**src/rtl/mem_req_arbiter.sv**
```systemverilog
`timescale 1ns/1ps
// mem_req_arbiter
// Shares one memory port between fetch (port 0) and the load/store unit
// (port 1). Round-robin grant, requester ID carried in the memory-side opaque
// MSB, responses routed back by that bit, per-requester in-flight caps.
// Optional performance counters: define MEM_REQ_ARBITER_PERF_EN.
//
// state   | meaning
// st_open | no request stalled; grant chosen from eligible requesters
// st_held | granted request stalled by memory; grant held on lock_id_q
module mem_req_arbiter #(
   parameter int p_opaq_bits     = 8,
   parameter int p_req_bits      = 67,
   parameter int p_resp_bits     = 35,
   parameter int p_max_in_flight = 8,
   parameter bit p_reset_prio    = 1'b0
) (
   input  logic                   clk,
   input  logic                   rst,
   input  logic                   req0_val,
   output logic                   req0_rdy,
   input  logic [p_req_bits-1:0]  req0_msg,
   input  logic [p_opaq_bits-1:0] req0_opaq,
   input  logic                   req1_val,
   output logic                   req1_rdy,
   input  logic [p_req_bits-1:0]  req1_msg,
   input  logic [p_opaq_bits-1:0] req1_opaq,
   output logic                   resp0_val,
   input  logic                   resp0_rdy,
   output logic [p_resp_bits-1:0] resp0_msg,
   output logic [p_opaq_bits-1:0] resp0_opaq,
   output logic                   resp1_val,
   input  logic                   resp1_rdy,
   output logic [p_resp_bits-1:0] resp1_msg,
   output logic [p_opaq_bits-1:0] resp1_opaq,
   output logic                   mem_req_val,
   input  logic                   mem_req_rdy,
   output logic [p_req_bits-1:0]  mem_req_msg,
   output logic [p_opaq_bits:0]   mem_req_opaq,
   input  logic                   mem_resp_val,
   output logic                   mem_resp_rdy,
   input  logic [p_resp_bits-1:0] mem_resp_msg,
   input  logic [p_opaq_bits:0]   mem_resp_opaq
`ifdef MEM_REQ_ARBITER_PERF_EN
   ,
   output logic [31:0]            perf_grant0,
   output logic [31:0]            perf_grant1,
   output logic [31:0]            perf_conflict
`endif
);

   localparam int c_cnt_bits = $clog2(p_max_in_flight + 1);
   localparam logic [c_cnt_bits-1:0] c_max = c_cnt_bits'(p_max_in_flight);
   localparam logic [c_cnt_bits-1:0] c_one = c_cnt_bits'(1);

   typedef enum logic {st_open, st_held} arb_state_t;

   arb_state_t            state_q, state_d;
   logic                  lock_id_q, lock_id_d;
   logic                  prio_q, prio_d;
   logic [c_cnt_bits-1:0] cnt0_q, cnt1_q;
   logic                  elig0, elig1;
   logic                  grant, req_present, req_fire;
   logic                  req_fire0, req_fire1;
   logic                  resp_id, resp_fire0, resp_fire1;

   // Grant selection, request-side handshake and next arbitration state
   always_comb begin
      state_d     = state_q;
      lock_id_d   = lock_id_q;
      prio_d      = prio_q;
      elig0       = req0_val & (cnt0_q < c_max);
      elig1       = req1_val & (cnt1_q < c_max);
      grant       = prio_q;
      if (state_q == st_held) begin
         grant = lock_id_q;
      end else if (elig0 & elig1) begin
         grant = prio_q;
      end else if (elig1) begin
         grant = 1'b1;
      end else begin
         grant = 1'b0;
      end
      req_present  = (state_q == st_held) | elig0 | elig1;
      req_fire     = req_present & mem_req_rdy & ~rst;
      req_fire0    = req_fire & ~grant;
      req_fire1    = req_fire & grant;
      mem_req_val  = req_present & ~rst;
      req0_rdy     = mem_req_rdy & req_present & ~grant & ~rst;
      req1_rdy     = mem_req_rdy & req_present & grant & ~rst;
      mem_req_msg  = grant ? req1_msg : req0_msg;
      mem_req_opaq = {grant, (grant ? req1_opaq : req0_opaq)};
      if (req_fire) begin
         state_d = st_open;
         prio_d  = ~grant;
      end else if (req_present) begin
         state_d   = st_held;
         lock_id_d = grant;
      end
   end

   // Arbitration state register
   always_ff @(posedge clk) begin
      if (rst) begin
         state_q   <= st_open;
         lock_id_q <= 1'b0;
         prio_q    <= p_reset_prio;
      end else begin
         state_q   <= state_d;
         lock_id_q <= lock_id_d;
         prio_q    <= prio_d;
      end
   end

   // Response routing by the tag bit; payload fans out to both ports
   always_comb begin
      resp_id      = mem_resp_opaq[p_opaq_bits];
      mem_resp_rdy = (resp_id ? resp1_rdy : resp0_rdy) & ~rst;
      resp0_val    = mem_resp_val & ~resp_id & ~rst;
      resp1_val    = mem_resp_val & resp_id & ~rst;
      resp0_msg    = mem_resp_msg;
      resp1_msg    = mem_resp_msg;
      resp0_opaq   = mem_resp_opaq[p_opaq_bits-1:0];
      resp1_opaq   = mem_resp_opaq[p_opaq_bits-1:0];
      resp_fire0   = mem_resp_val & mem_resp_rdy & ~resp_id;
      resp_fire1   = mem_resp_val & mem_resp_rdy & resp_id;
   end

   // In-flight counters; a request and response in the same cycle cancel
   always_ff @(posedge clk) begin
      if (rst) begin
         cnt0_q <= '0;
         cnt1_q <= '0;
      end else begin
         if (req_fire0 & ~resp_fire0) begin
            cnt0_q <= cnt0_q + c_one;
         end else if (resp_fire0 & ~req_fire0 & (cnt0_q != '0)) begin
            cnt0_q <= cnt0_q - c_one;
         end
         if (req_fire1 & ~resp_fire1) begin
            cnt1_q <= cnt1_q + c_one;
         end else if (resp_fire1 & ~req_fire1 & (cnt1_q != '0)) begin
            cnt1_q <= cnt1_q - c_one;
         end
      end
   end

   // A response with nothing outstanding means memory or reset sequencing is broken
   always_ff @(posedge clk) begin
      if (!rst) begin
         a_resp0_underflow: assert (!(resp_fire0 && (cnt0_q == '0)));
         a_resp1_underflow: assert (!(resp_fire1 && (cnt1_q == '0)));
      end
   end

`ifdef MEM_REQ_ARBITER_PERF_EN
   // Grant and contention counters, free-running modulo 2^32
   always_ff @(posedge clk) begin
      if (rst) begin
         perf_grant0   <= '0;
         perf_grant1   <= '0;
         perf_conflict <= '0;
      end else begin
         if (req_fire0) perf_grant0 <= perf_grant0 + 32'd1;
         if (req_fire1) perf_grant1 <= perf_grant1 + 32'd1;
         if (elig0 & elig1 & (state_q == st_open)) perf_conflict <= perf_conflict + 32'd1;
      end
   end
`endif

endmodule

```
**config.mk**
```make
export PLATFORM = sky130hd
export DESIGN_NAME = mem_req_arbiter
export DESIGN_NICKNAME = d
export VERILOG_FILES = /design/src/rtl/mem_req_arbiter.sv
export SDC_FILE = /design/constraint.sdc
export NUM_CORES = 1
export LEC_CHECK = 0
export ABC_AREA = 1
export BUFFER_PORTS_ARGS = -buffer_cell sky130_fd_sc_hd__buf_2
export CORE_AREA = 2 2 146 148
export CTS_BUF_LIST = sky130_fd_sc_hd__clkbuf_8
export DETAILED_ROUTE_END_ITERATION = 12
export DIE_AREA = 0 0 148 150
export MAX_ROUTING_LAYER = met4
export PLACE_DENSITY = 0.35
export SYNTH_ARGS = -nofsm -noshare
export SYNTH_HDL_FRONTEND = slang
export SYNTH_SLANG_ARGS = --single-unit
```
**constraint.sdc**
```tcl
create_clock -name clk -period 3.4 [get_ports clk]
set_input_delay 0.34 -clock clk [delete_from_list [all_inputs] [get_ports clk]]
set_output_delay 0.34 -clock clk [all_outputs]
set_load 0.05 [all_outputs]
```
==> summary.md, run 1 <==
| Metric | Value |
|---|---|
| Status | completed |
| Post-Syn Area | 2370 um2 |
| Slowest stage delay, CP | 0.45 ns |
| Site Rows | 53 |
| Max_slew headroom | 64.6% |
| Worst Setup Slack, final | 1.11 ns |
| Hold WC Path Type | input port to register |
| Buffer and inverter count on the worst path | 3 |
| Syn Nets | 641 |
| Routed vias/inst | 3.42 |
| Worst Path Required | 3.06 ns |
| Detailed Routing Iterations Pass 1 | 4 |
| Fraction of layout cells with a size suffix above 1 | 46.5% |
| Clock Skew | 0.00610 ns |
| Post-route cell area | 3260 um2 |
| Clock slew at reported path FFs | 0.06 ns |
| Worst-margin pin slew | 0.532 ns |
| Port bufs | 240 |
| Met2 WL | 4.99 mm |
| Max-Cap Viols | 0 |
| Switching share of total power | 64.0% |
| YS warnings | 0 |
| Drt wl/cell | 11.8 um |
| Fillers | 2455 |
| RePlAce Congestion | 0.685 |
| Die area | 22200 um2 |
| Final nets | 787 |
| Post-CTS Hold Buffers | 0 |
| CP most frequent cell | nand2_2 |
| Detailed Place HPWL | 8.53 mm |
| Clock sink count | 11 |
| Sw Pwr | 0.852 mW |
| Hold Fails Final Rpt | 0 |
| Crit path DAT | 1.95 ns |
| Post-synthesis cell type count | 27 |
| Power Density | 408 nW/um2 |
| Clock buffer depth | 2 |
| Postcts setup bufs | 0 |
| Tmin final | 2.29 ns |
| IO Pins | 370 |
| Int Pwr | 0.480 mW |
| Flop pwr share | 11.4% |
| CTS Root Cell | clkbuf_8 |
| Via count | 2920 |
| CP max-delay cell | buf_4 |
| Core area | 20700 um2 |
| Peak supply drop | 0.173 mV |
| H-tree levels | 1 |
| Crit path launch type | register |
| Post-place setup slack | 1.25 ns |
| Drt drc | 0 |
| Final setup viols | 0 |
| Max-slew violations | 0 |
| Worst-skew pair later-pin latency | 0.24 ns |
| Placed insts | 849 |
| Post-route setup TNS | 0 ns |
| Detail Route Antenna Nets | 0 |
| Fmax | 436 MHz |
| Cell Chain, Critical Path | inv_2 > nand2_2 > nand2_2 > nand2_2 > nor2_4 > buf_4 > nand2_1 > nand2_1 > buf_2 |
| Mapped Avg Cell Area | 5.47 um2 |
| Non-Filler Instances | 853 |
| P_leak | 2.03 nW |
| Gates resized, CTS repair | 0 |
| Met1 WL | 3.31 mm |
| Largest net degree at the start of global routing | 53 |
| Setup CP Type | register to primary output |
| Cell count after synthesis | 433 |
| Iteration-0 DRC Markers | 78 |
| Tcrit/Tclk final | 67.4% |
| Worst hold slack | 0.308 ns |
| Initial Utilization | 11.4% |
| Clock power frac | 10.2% |
| Synthesis-to-layout area growth | 37.8% |
| Routed wl met3 | 1.44 mm |
| Die Width | 148 um |
| Crit. End Element | primary output |
| Area after DPL | 3220 um2 |
| Diode count | 0 |
| Crit-path leading delay family | buffers and inverters |
| Vias in the first global route | 2551 |
| RSZ-0062 raised after global routing | false |
| Grt ovf | 0 |
| Combinational Power Share | 78.4% |
| TritonCTS buffer count | 3 |
| Total track usage | 8.00% |
| Initial antenna violation count | 0 |
| Sequential fraction of the synthesis area | 9.30% |
| Worst Path Max Fanout | 52 |
| Total power | 1.33 mW |
| DRT Wirelength | 10.1 mm |
| Seq cells post-synth | 11 |
| Top routing layer in use | met4 |
| Final core utilization | 15.8% |
| Global-route wire length before repair | 13.5 mm |
| CTS tree | built |
| Die Y | 150 um |
==> power groups by stage <==
stage	clock network (mW)	registers, mW	logic (mW)
after floorplan	0	0.151	1.04
after global placement	0	0.155	1.07
after detailed placement	0	0.154	1.06
after CTS	0.144	0.152	1.06
after global routing	0.153	0.153	1.12
final	0.136	0.151	1.04
==> registers in the layout (all words and copies together), names as in the netlist <==
name / count
prio_q: 1
lock_id_q: 1
cnt1_q: 4
state_q: 1
cnt0_q: 4
==> cells by family (layout without fill, tap and decap cells) <==
logic type / after synthesis / count (layout) / synth area share [%]
AO/OA/AOI/OAI: 21 / 21 / 5.02
adder cells (fa/ha/maj): 6 / 6 / 3.80
flip-flops: 11 / 11 / 9.30
AND/OR/NAND/NOR: 278 / 278 / 48.5
XOR/XNOR: 2 / 2 / 0.740
buffers and inverters: 115 / 260 / 32.6
==> synthesized netlist by cell type, drive strengths merged <==
master | n | share of area, %
a211oi | 2 | 0.63
nand4 | 3 | 1.1
nand2 | 246 | 40
a21oi | 10 | 2.1
nand3 | 9 | 2.9
clkbuf | 6 | 0.95
dfxtp | 11 | 9.3
a21o | 2 | 0.63
o21ai | 7 | 1.6
xnor2 | 2 | 0.74
ha | 4 | 2.1
nor2 | 20 | 4.3
fa | 2 | 1.7
buf | 97 | 30
inv | 12 | 2.0
==> cells in the final DEF, fill, tap and decap left out, types with 2 or more instances in the layout <==
master	count
a211oi_1	2
a21o_1	2
a21oi_1	10
buf_2	240
buf_4	4
clkbuf_8	3
dfxtp_1	11
fa_1	2
ha_1	4
inv_1	9
inv_2	2
nand2_1	238
nand2_2	6
nand2_4	2
nand3_1	6
nand3_2	2
nand4_1	2
nor2_1	15
nor2_2	2
nor2_4	3
o21ai_0	5
xnor2_1	2
==> final timing paths <==
| check | from | end | slack (ns) | cells after the start |
|---|---|---|---|---|
| worst max-delay path | cnt1_q[3]$_SDFFE_PP0P_ | mem_req_msg[34] | 1.11 | 9 |
| worst min-delay path | mem_req_rdy | state_q$_SDFFE_PP0N_ | 0.31 | 2 |
| worst min register to register | lock_id_q$_SDFFE_PP0P_ | lock_id_q$_SDFFE_PP0P_ | 0.47 | 2 |
| worst max register to register | prio_q$_SDFFE_PP0P_ | cnt0_q[3]$_SDFFE_PP0P_ | 1.34 | 15 |
==> worst reg2reg max path: stages (launching register included) <==
cell	delay [ns]
dfxtp_1	0.33
nor2_1	0.13
inv_1	0.06
nor2_2	0.13
nor2_4	0.07
nor2_4	0.17
nand2_4	0.10
ha_1	0.28
a21o_1	0.17
a21oi_1	0.17
inv_1	0.06
nand2_1	0.08
nand3_1	0.08
nand2_1	0.06
inv_1	0.03
nor2_1	0.08
==> routing by layer <==
| metal | vias up | GRT usage, % |
|---|---|---|
| li1 | 1518 | - |
| met1 | 1176 | 7.37 |
| met2 | 194 | 14.5 |
| met3 | 32 | 3.57 |
| met4 | 0 | 3.14 |
| met5 | - | - |
==> area by class of cell <==
class,instances,area (um2),share of cell area [%]
Sequential cell,11,220,6.75
Clock inverter,1,5.00,0.153
Inverter,12,47.5,1.46
Clock buffer,3,41.3,1.26
Timing Repair Buffer,244,1230,37.7
Multi-Input combinational cell,307,1380,42.1
Tap cell,275,344,10.5
(Power assumes the default switching activity.)
==> run 2, diff against run 1 <==
--- a/config.mk
+++ b/config.mk
@@ -7,12 +7,12 @@
 export LEC_CHECK = 0
 export ABC_AREA = 1
 export BUFFER_PORTS_ARGS = -buffer_cell sky130_fd_sc_hd__buf_2
-export CORE_AREA = 2 2 146 148
+export CORE_AREA = 2 2 145 147
 export CTS_BUF_LIST = sky130_fd_sc_hd__clkbuf_8
 export DETAILED_ROUTE_END_ITERATION = 12
-export DIE_AREA = 0 0 148 150
+export DIE_AREA = 0 0 147 149
 export MAX_ROUTING_LAYER = met4
-export PLACE_DENSITY = 0.35
+export PLACE_DENSITY = 0.37
 export SYNTH_ARGS = -nofsm -noshare
 export SYNTH_HDL_FRONTEND = slang
 export SYNTH_SLANG_ARGS = --single-unit
==> constraint.sdc (replaced) <==
create_clock -name clk -period 2 [get_ports clk]
set_input_delay 0.2 -clock clk [delete_from_list [all_inputs] [get_ports clk]]
set_output_delay 0.2 -clock clk [all_outputs]
set_load 0.05 [all_outputs]
==> run 2 against run 1 <==
  * Clock power grew 74%
  * Flip-flop and latch count is the same
  * Setup slack lost 1.0 ns
  * Critical endpoint is now mem_req_msg[46]
  * Die area shrank 1.3%
  * Register-to-register slack lost 1.2 ns
  * Total power grew 100%
  * Utilization grew 3.2 points
  * Clock skew shrank 0.0048 ns
  * Via count grew 6.6%
==> summary.md, run 2 (same netlist as run 1, synthesis figures left out) <==
| Metric | Value |
|---|---|
| Status | completed |
| Core area | 20600 um2 (-0.64%) |
| Worst Path Required | 1.80 ns (-1.26 ns) |
| Clock slew at reported path FFs | 0.06 ns (about the same) |
| Crit path launch type | register |
| Cell Chain, Critical Path | inv_1 > nand2_4 > nand2_4 > nor2_4 > buf_12 > buf_12 > nand2_1 > nand2_1 > buf_6 |
| Peak supply drop | 0.309 mV (+79%) |
| Hold WC Path Type | input port to register |
| Die area | 21900 um2 (-1.3%) |
| Detailed Routing Iterations Pass 1 | 4 (unchanged) |
| Fraction of layout cells with a size suffix above 1 | 50.8% (+4.3 points) |
| Worst hold stages | 2 (unchanged) |
| Fmax | 518 MHz |
| Tmin final | 1.93 ns |
| Global-route wire length before repair | 13.3 mm (-1.9%) |
| Max_slew headroom | 83.1% (+19 points) |
| Total power | 2.67 mW (+100%) |
| Post-CTS Hold Buffers | 0 (unchanged) |
| Reg2Reg Depth | 15 (unchanged) |
| Tcrit/Tclk final | 96.5% |
| Hold Path Origin | mem_req_rdy |
| Vias in the first global route | 2597 (+1.8%) |
| Synthesis-to-layout area growth | 64.8% |
| Max-Cap Viols | 0 (unchanged) |
| Initial antenna violation count | 0 (unchanged) |
| Slowest stage delay, CP | 0.37 ns (-0.08 ns) |
| Worst-skew pair later-pin latency | 0.25 ns (about the same) |
| Port bufs | 240 (unchanged) |
| H-tree levels | 1 (unchanged) |
| Biggest registers after layout | cnt0_q: 4 flops, cnt1_q: 4 flops |
| Total track usage | 7.68% (-0.32 points) |
| Crit. End Element | primary output |
| Max-slew violations | 0 (unchanged) |
| Power Density | 684 nW/um2 (+68%) |
| Commonest non-fill, non-tap cell in the layout | nand2_1 |
| Die Y | 149 um (-0.67%) |
| IO Pins | 370 (unchanged) |
| Setup CP Type | register to primary output |
| RR Endpoint | cnt1_q[3]$_SDFFE_PP0P_ |
| R2R setup slack | 0.10 ns (-1.24 ns) |
| Drt drc | 0 (unchanged) |
| Post-place setup slack | 0.0530 ns (-1.19 ns) |
| TritonCTS buffer count | 3 (unchanged) |
| Worst-margin pin slew | 0.253 ns (-0.279 ns) |
| DRT Wirelength | 10.8 mm (+6.8%) |
| Drt wl/cell | 12.3 um (+4.1%) |
| Area after DPL | 3390 um2 (+5.4%) |
| Placed insts | 862 (+1.5%) |
| Clock Skew | 0.00132 ns (-0.00478 ns) |
| Crit path DAT | 1.73 ns (-0.22 ns) |
| Detail Route Antenna Nets | 0 (unchanged) |
| Grt ovf | 0 (unchanged) |
| CTS Root Cell | clkbuf_8 |
| Hold Fails Final Rpt | 0 (unchanged) |
| P_leak | 2.27 nW (+12%) |
| Non-Filler Instances | 875 (+2.6%) |
| RSZ-0062 raised after global routing | true |
| Routed vias/inst | 3.56 (+3.9%) |
| Worst r2r src | cnt0_q[3]$_SDFFE_PP0P_ |
| Clock buffer depth | 2 (unchanged) |
| RePlAce Congestion | 0.722 (+5.3%) |
| Detailed Place HPWL | 7.84 mm (-8.1%) |
| Hold Path Sink | state_q$_SDFFE_PP0N_ |
| Final setup viols | 0 (unchanged) |
| Final nets | 809 (+2.8%) |
| Worst Path Max Fanout | 21 (-60%) |
| Commonest cells after routing, fill and taps aside | nand2_1, buf_2, buf_4 |
| CTS tree | built |
| Initial Utilization | 11.5% (+0.074 points) |
| Largest net degree at the start of global routing | 77 (+45%) |
| Iteration-0 DRC Markers | 100 (+28%) |
| Post-route cell area | 3900 um2 (+20%) |
| Worst hold slack | 0.174 ns (-0.134 ns) |
| Worst Setup Slack, final | 0.0708 ns (-1.04 ns) |
| Die Width | 147 um (-0.68%) |
| Via count | 3112 (+6.6%) |
| Site Rows | 53 (unchanged) |
| Clock sink count | 11 (unchanged) |
| Diode count | 0 (unchanged) |
| CP max-delay cell | dfxtp_2 |
-- run 2: how the worst max path moves through the flow --
stage	end	start	cells past startpoint	slack [ns]
final	mem_req_msg[46]	state_q$_SDFFE_PP0N_	9	0.07
after global routing	cnt1_q[3]$_SDFFE_PP0P_	cnt0_q[3]$_SDFFE_PP0P_	15	-0.03
after CTS	mem_req_msg[44]	cnt1_q[3]$_SDFFE_PP0P_	10	0.004
after detailed placement	cnt1_q[3]$_SDFFE_PP0P_	cnt0_q[3]$_SDFFE_PP0P_	15	0.05
after global placement	cnt1_q[3]$_SDFFE_PP0P_	cnt0_q[3]$_SDFFE_PP0P_	15	0.06
after floorplan	cnt0_q[3]$_SDFFE_PP0P_	cnt0_q[3]$_SDFFE_PP0P_	14	-0.10
-- run 2: area by class of cell --
cell class	count	area (um2)
Clock inverter	1	3.75
Tap cell	275	344
Clock buffer	3	41.3
Fill cell	2402	16700
Sequential cell	11	224
Timing Repair Buffer	266	1780
Multi-Input combinational cell	307	1470
Inverter	12	47.5
-- run 2: report_power, final --
part	internal (mW)	leakage [nW]	total [mW]	switching, mW
logic	0.731	2.16	2.17	1.44
clock network	0.136	0.0269	0.236	0.0999
registers	0.239	0.0913	0.261	0.0212
total	1.11	2.27	2.67	1.56
-- run 2: stage by stage --
step	TNS [ns]	utilization [%]
global placement	0	16.5
finish	0	19.0
detailed placement	0	16.5
CTS	0	16.9
global route	-0.0474	19.0
floorplan	-0.202	-
-- run 2: metal layers --
metal | part of all wire [%] | global-route usage [%] | vias to the layer above
met5 | 0 | - | -
met4 | 2.4 | 1.92 | 0
met3 | 11 | 2.97 | 24
met2 | 51 | 14.2 | 213
met1 | 36 | 7.57 | 1309
li1 | - | - | 1566
-- run 2: critical path, delay by kind of cell, from the launching register on --
kind          cells  cell delay [ns]
flops             1             0.37
simple gates      5             0.51
buf+inv           4             0.59
-- run 2: what timing repair did --
item / in CTS / in global routing
endpoints found under the setup margin: 12 / 78
buffers inserted: 0 / 5
gates resized for setup: 12 / 144
gates cloned: 0 / 4
pin swaps: 0 / 14
==> run 3, diff against run 2 <==
--- a/config.mk
+++ b/config.mk
@@ -7,12 +7,13 @@
 export LEC_CHECK = 0
 export ABC_AREA = 1
 export BUFFER_PORTS_ARGS = -buffer_cell sky130_fd_sc_hd__buf_2
-export CORE_AREA = 2 2 145 147
+export CELL_PAD_IN_SITES_DETAIL_PLACEMENT = 1
+export CELL_PAD_IN_SITES_GLOBAL_PLACEMENT = 1
+export CORE_AREA = 2 2 146 148
 export CTS_BUF_LIST = sky130_fd_sc_hd__clkbuf_8
 export DETAILED_ROUTE_END_ITERATION = 12
-export DIE_AREA = 0 0 147 149
-export MAX_ROUTING_LAYER = met4
-export PLACE_DENSITY = 0.37
+export DIE_AREA = 0 0 148 150
+export PLACE_DENSITY = 0.61
 export SYNTH_ARGS = -nofsm -noshare
 export SYNTH_HDL_FRONTEND = slang
 export SYNTH_SLANG_ARGS = --single-unit
==> run 3 against run 2 <==
  * Sequential power about the same
  * Hold slack worse by 0.0041 ns
  * Total power down 7.4%
  * Critical path depth up 1
  * Wire length down 1.7%
  * Critical endpoint is now mem_req_msg[42]
  * Largest cell class unchanged
  * Global-route usage up 0.81 points
  * Fmax down 1.6%
  * Via count hardly changed
  * Non-clock buffer count fell by 4
  * Register-to-register slack got worse by 0.06 ns
  * Die area is 1.4% higher
  * Final area fell by 5.9%
==> summary.md, run 3 (same netlist as run 1, synthesis figures left out) <==
| Metric | Value |
|---|---|
| Status | completed |
| Worst-margin pin slew | 0.260 ns (+0.00753 ns) |
| Int Pwr | 0.968 mW (-12%) |
| Area after DPL | 3430 um2 (+1.2%) |
| CP max-delay cell | dfxtp_2 |
| Max_slew headroom | 82.8% (-0.36 points) |
| Clock power frac | 9.2% (+0.4 points) |
| IO Pins | 370 (unchanged) |
| Crit. End Element | primary output |
| Max-slew violations | 0 (unchanged) |
| Worst Setup Slack, final | 0.0390 ns (-0.0318 ns) |
| Largest net degree at the start of global routing | 47 (-39%) |
| Peak supply drop | 0.181 mV (-41%) |
| Hold Fails Final Rpt | 0 (unchanged) |
| Final nets | 805 (-0.49%) |
| Commonest cells after routing, fill and taps aside | nand2_1, buf_2, clkbuf_4 |
| Die area | 22200 um2 (+1.4%) |
| Via count | 3110 (-0.064%) |
| Fillers | 2654 (+10%) |
| CTS tree | built |
| RSZ-0062 raised after global routing | true |
| Final core utilization | 17.7% (-1.2 points) |
| Tcrit/Tclk final | 98.1% (+1.6 points) |
| TritonCTS buffer count | 3 (unchanged) |
| Cell Chain, Critical Path | inv_2 > nand2_4 > nand2_4 > nand2_2 > nor2_4 > buf_6 > buf_12 > nand2_1 > nand2_1 > clkbuf_4 |
| Fmax | 510 MHz (-1.6%) |
| Crit path DAT | 1.76 ns (+0.03 ns) |
| Initial Utilization | 11.4% (-0.074 points) |
| Clock slew at reported path FFs | 0.05 ns (about the same) |
| Placed insts | 864 (+0.23%) |
| Setup CP Type | register to primary output |
| Detailed Routing Iterations Pass 1 | 4 (unchanged) |
| Worst Path Required | 1.80 ns (about the same) |
| Detail Route Antenna Nets | 0 (unchanged) |
| Clock sink count | 11 (unchanged) |
| Crit path launch type | register |
| Total power | 2.47 mW (-7.4%) |
| H-tree levels | 1 (unchanged) |
| Drt wl/cell | 12.2 um (-1.3%) |
| Detailed Place HPWL | 9.02 mm (+15%) |
| Tmin final | 1.96 ns (+0.0318 ns) |
| RePlAce Congestion | 0.725 (+0.53%) |
| Post-route setup TNS | 0 ns (unchanged) |
| Clock Skew | 0.00153 ns (+0.000210 ns) |
| Grt ovf | 0 (unchanged) |
| Combinational Power Share | 80.2% (-1.2 points) |
| Drt drc | 0 (unchanged) |
| Slowest stage delay, CP | 0.33 ns (-0.04 ns) |
| Port bufs | 240 (unchanged) |
| Final setup viols | 0 (unchanged) |
| Core area | 20700 um2 (+0.65%) |
| Worst-skew pair later-pin latency | 0.24 ns (about the same) |
| Max-Cap Viols | 0 (unchanged) |
| Site Rows | 53 (unchanged) |
| Synthesis-to-layout area growth | 55.0% |
| Non-Filler Instances | 872 (-0.34%) |
| Biggest registers after layout | cnt0_q: 4 flops, cnt1_q: 4 flops |
| P_leak | 2.18 nW (-4.1%) |
| Iteration-0 DRC Markers | 29 (-71%) |
| DRT Wirelength | 10.6 mm (-1.7%) |
| Worst Path Max Fanout | 21 (unchanged) |
| Post-place setup slack | 0.0351 ns (-0.0179 ns) |
| Routed vias/inst | 3.57 (+0.28%) |
| Flop pwr share | 10.6% (+0.8 points) |
| Sw Pwr | 1.50 mW (-3.9%) |
| Global-route wire length before repair | 15.3 mm (+15%) |
| Fraction of layout cells with a size suffix above 1 | 50.5% (-0.33 points) |
| Power Density | 673 nW/um2 (-1.6%) |
| Die Y | 150 um (+0.67%) |
| Commonest non-fill, non-tap cell in the layout | nand2_1 |
| Die Width | 148 um (+0.68%) |
| Post-CTS Hold Buffers | 0 (unchanged) |
| CTS Root Cell | clkbuf_8 |
| Hold WC Path Type | input port to register |
| Worst hold slack | 0.170 ns (-0.00412 ns) |
| Post-route cell area | 3670 um2 (-5.9%) |
| Switching share of total power | 60.8% (+2.3 points) |
| Total track usage | 8.49% (+0.81 points) |
| Vias in the first global route | 3037 (+17%) |
| Clock buffer depth | 2 (unchanged) |
| Initial antenna violation count | 1 (+1) |
run 3: cell types whose count changed in the layout (fill, tap and decap cells not counted), sizes merged:
cell / before / now
clkbuf: 25 / 38
diode: 0 / 1
buf: 244 / 227
run 3: power by group through the flow:
stage	clock [mW]	combinational (mW)	sequential (mW)
6_report	0.228	1.98	0.261
5_1_grt	0.245	2.14	0.265
3_5_place_dp	0	1.91	0.264
2_1_floorplan	0	1.78	0.259
3_3_place_gp	0	1.89	0.264
4_1_cts	0.242	1.92	0.260
run 3: path summary, 6_finish.rpt:
path,slack (ns),from,cells past startpoint,endpoint
setup / recovery,0.04,cnt1_q[3]$_SDFFE_PP0P_,10,mem_req_msg[42]
hold / removal,0.17,mem_req_rdy,2,state_q$_SDFFE_PP0N_
setup reg to reg,0.04,state_q$_SDFFE_PP0N_,15,cnt0_q[3]$_SDFFE_PP0P_
hold reg to reg,0.46,lock_id_q$_SDFFE_PP0P_,2,lock_id_q$_SDFFE_PP0P_
run 3: area by class of cell:
cell class              count  area [um2]  share of cell area [%]
inverters                  12        47.5                    1.29
clock buffers               3        41.3                    1.12
clock inverters             1        3.75                   0.102
repair buffers            262        1550                    42.1
diodes                      1        2.50                  0.0681
well taps                 275         344                    9.37
multi-input cells         307        1460                    39.8
flip-flops and latches     11         228                    6.20
run 3: per-layer routing:
metal  vias to the layer above  global-route usage, %  routed length, um
met2                       205                   16.0               5420
met3                        26                   3.45               1350
met4                         0                   2.14                175
li1                       1560                      -                  -
met5                         -                      0                  0
met1                      1319                   8.66               3660
run 3: timing repair:
action	4_1_cts	5_1_grt
endpoints found under the setup margin	60	75
resized for setup	6	57
buffers inserted	0	3
pin swaps	0	16
run 3: worst max-delay path: cells and delay by family (launching register included):
family,cells,cell delay [ns]
flops,1,0.33
simple gates,6,0.52
buf+inv,4,0.64
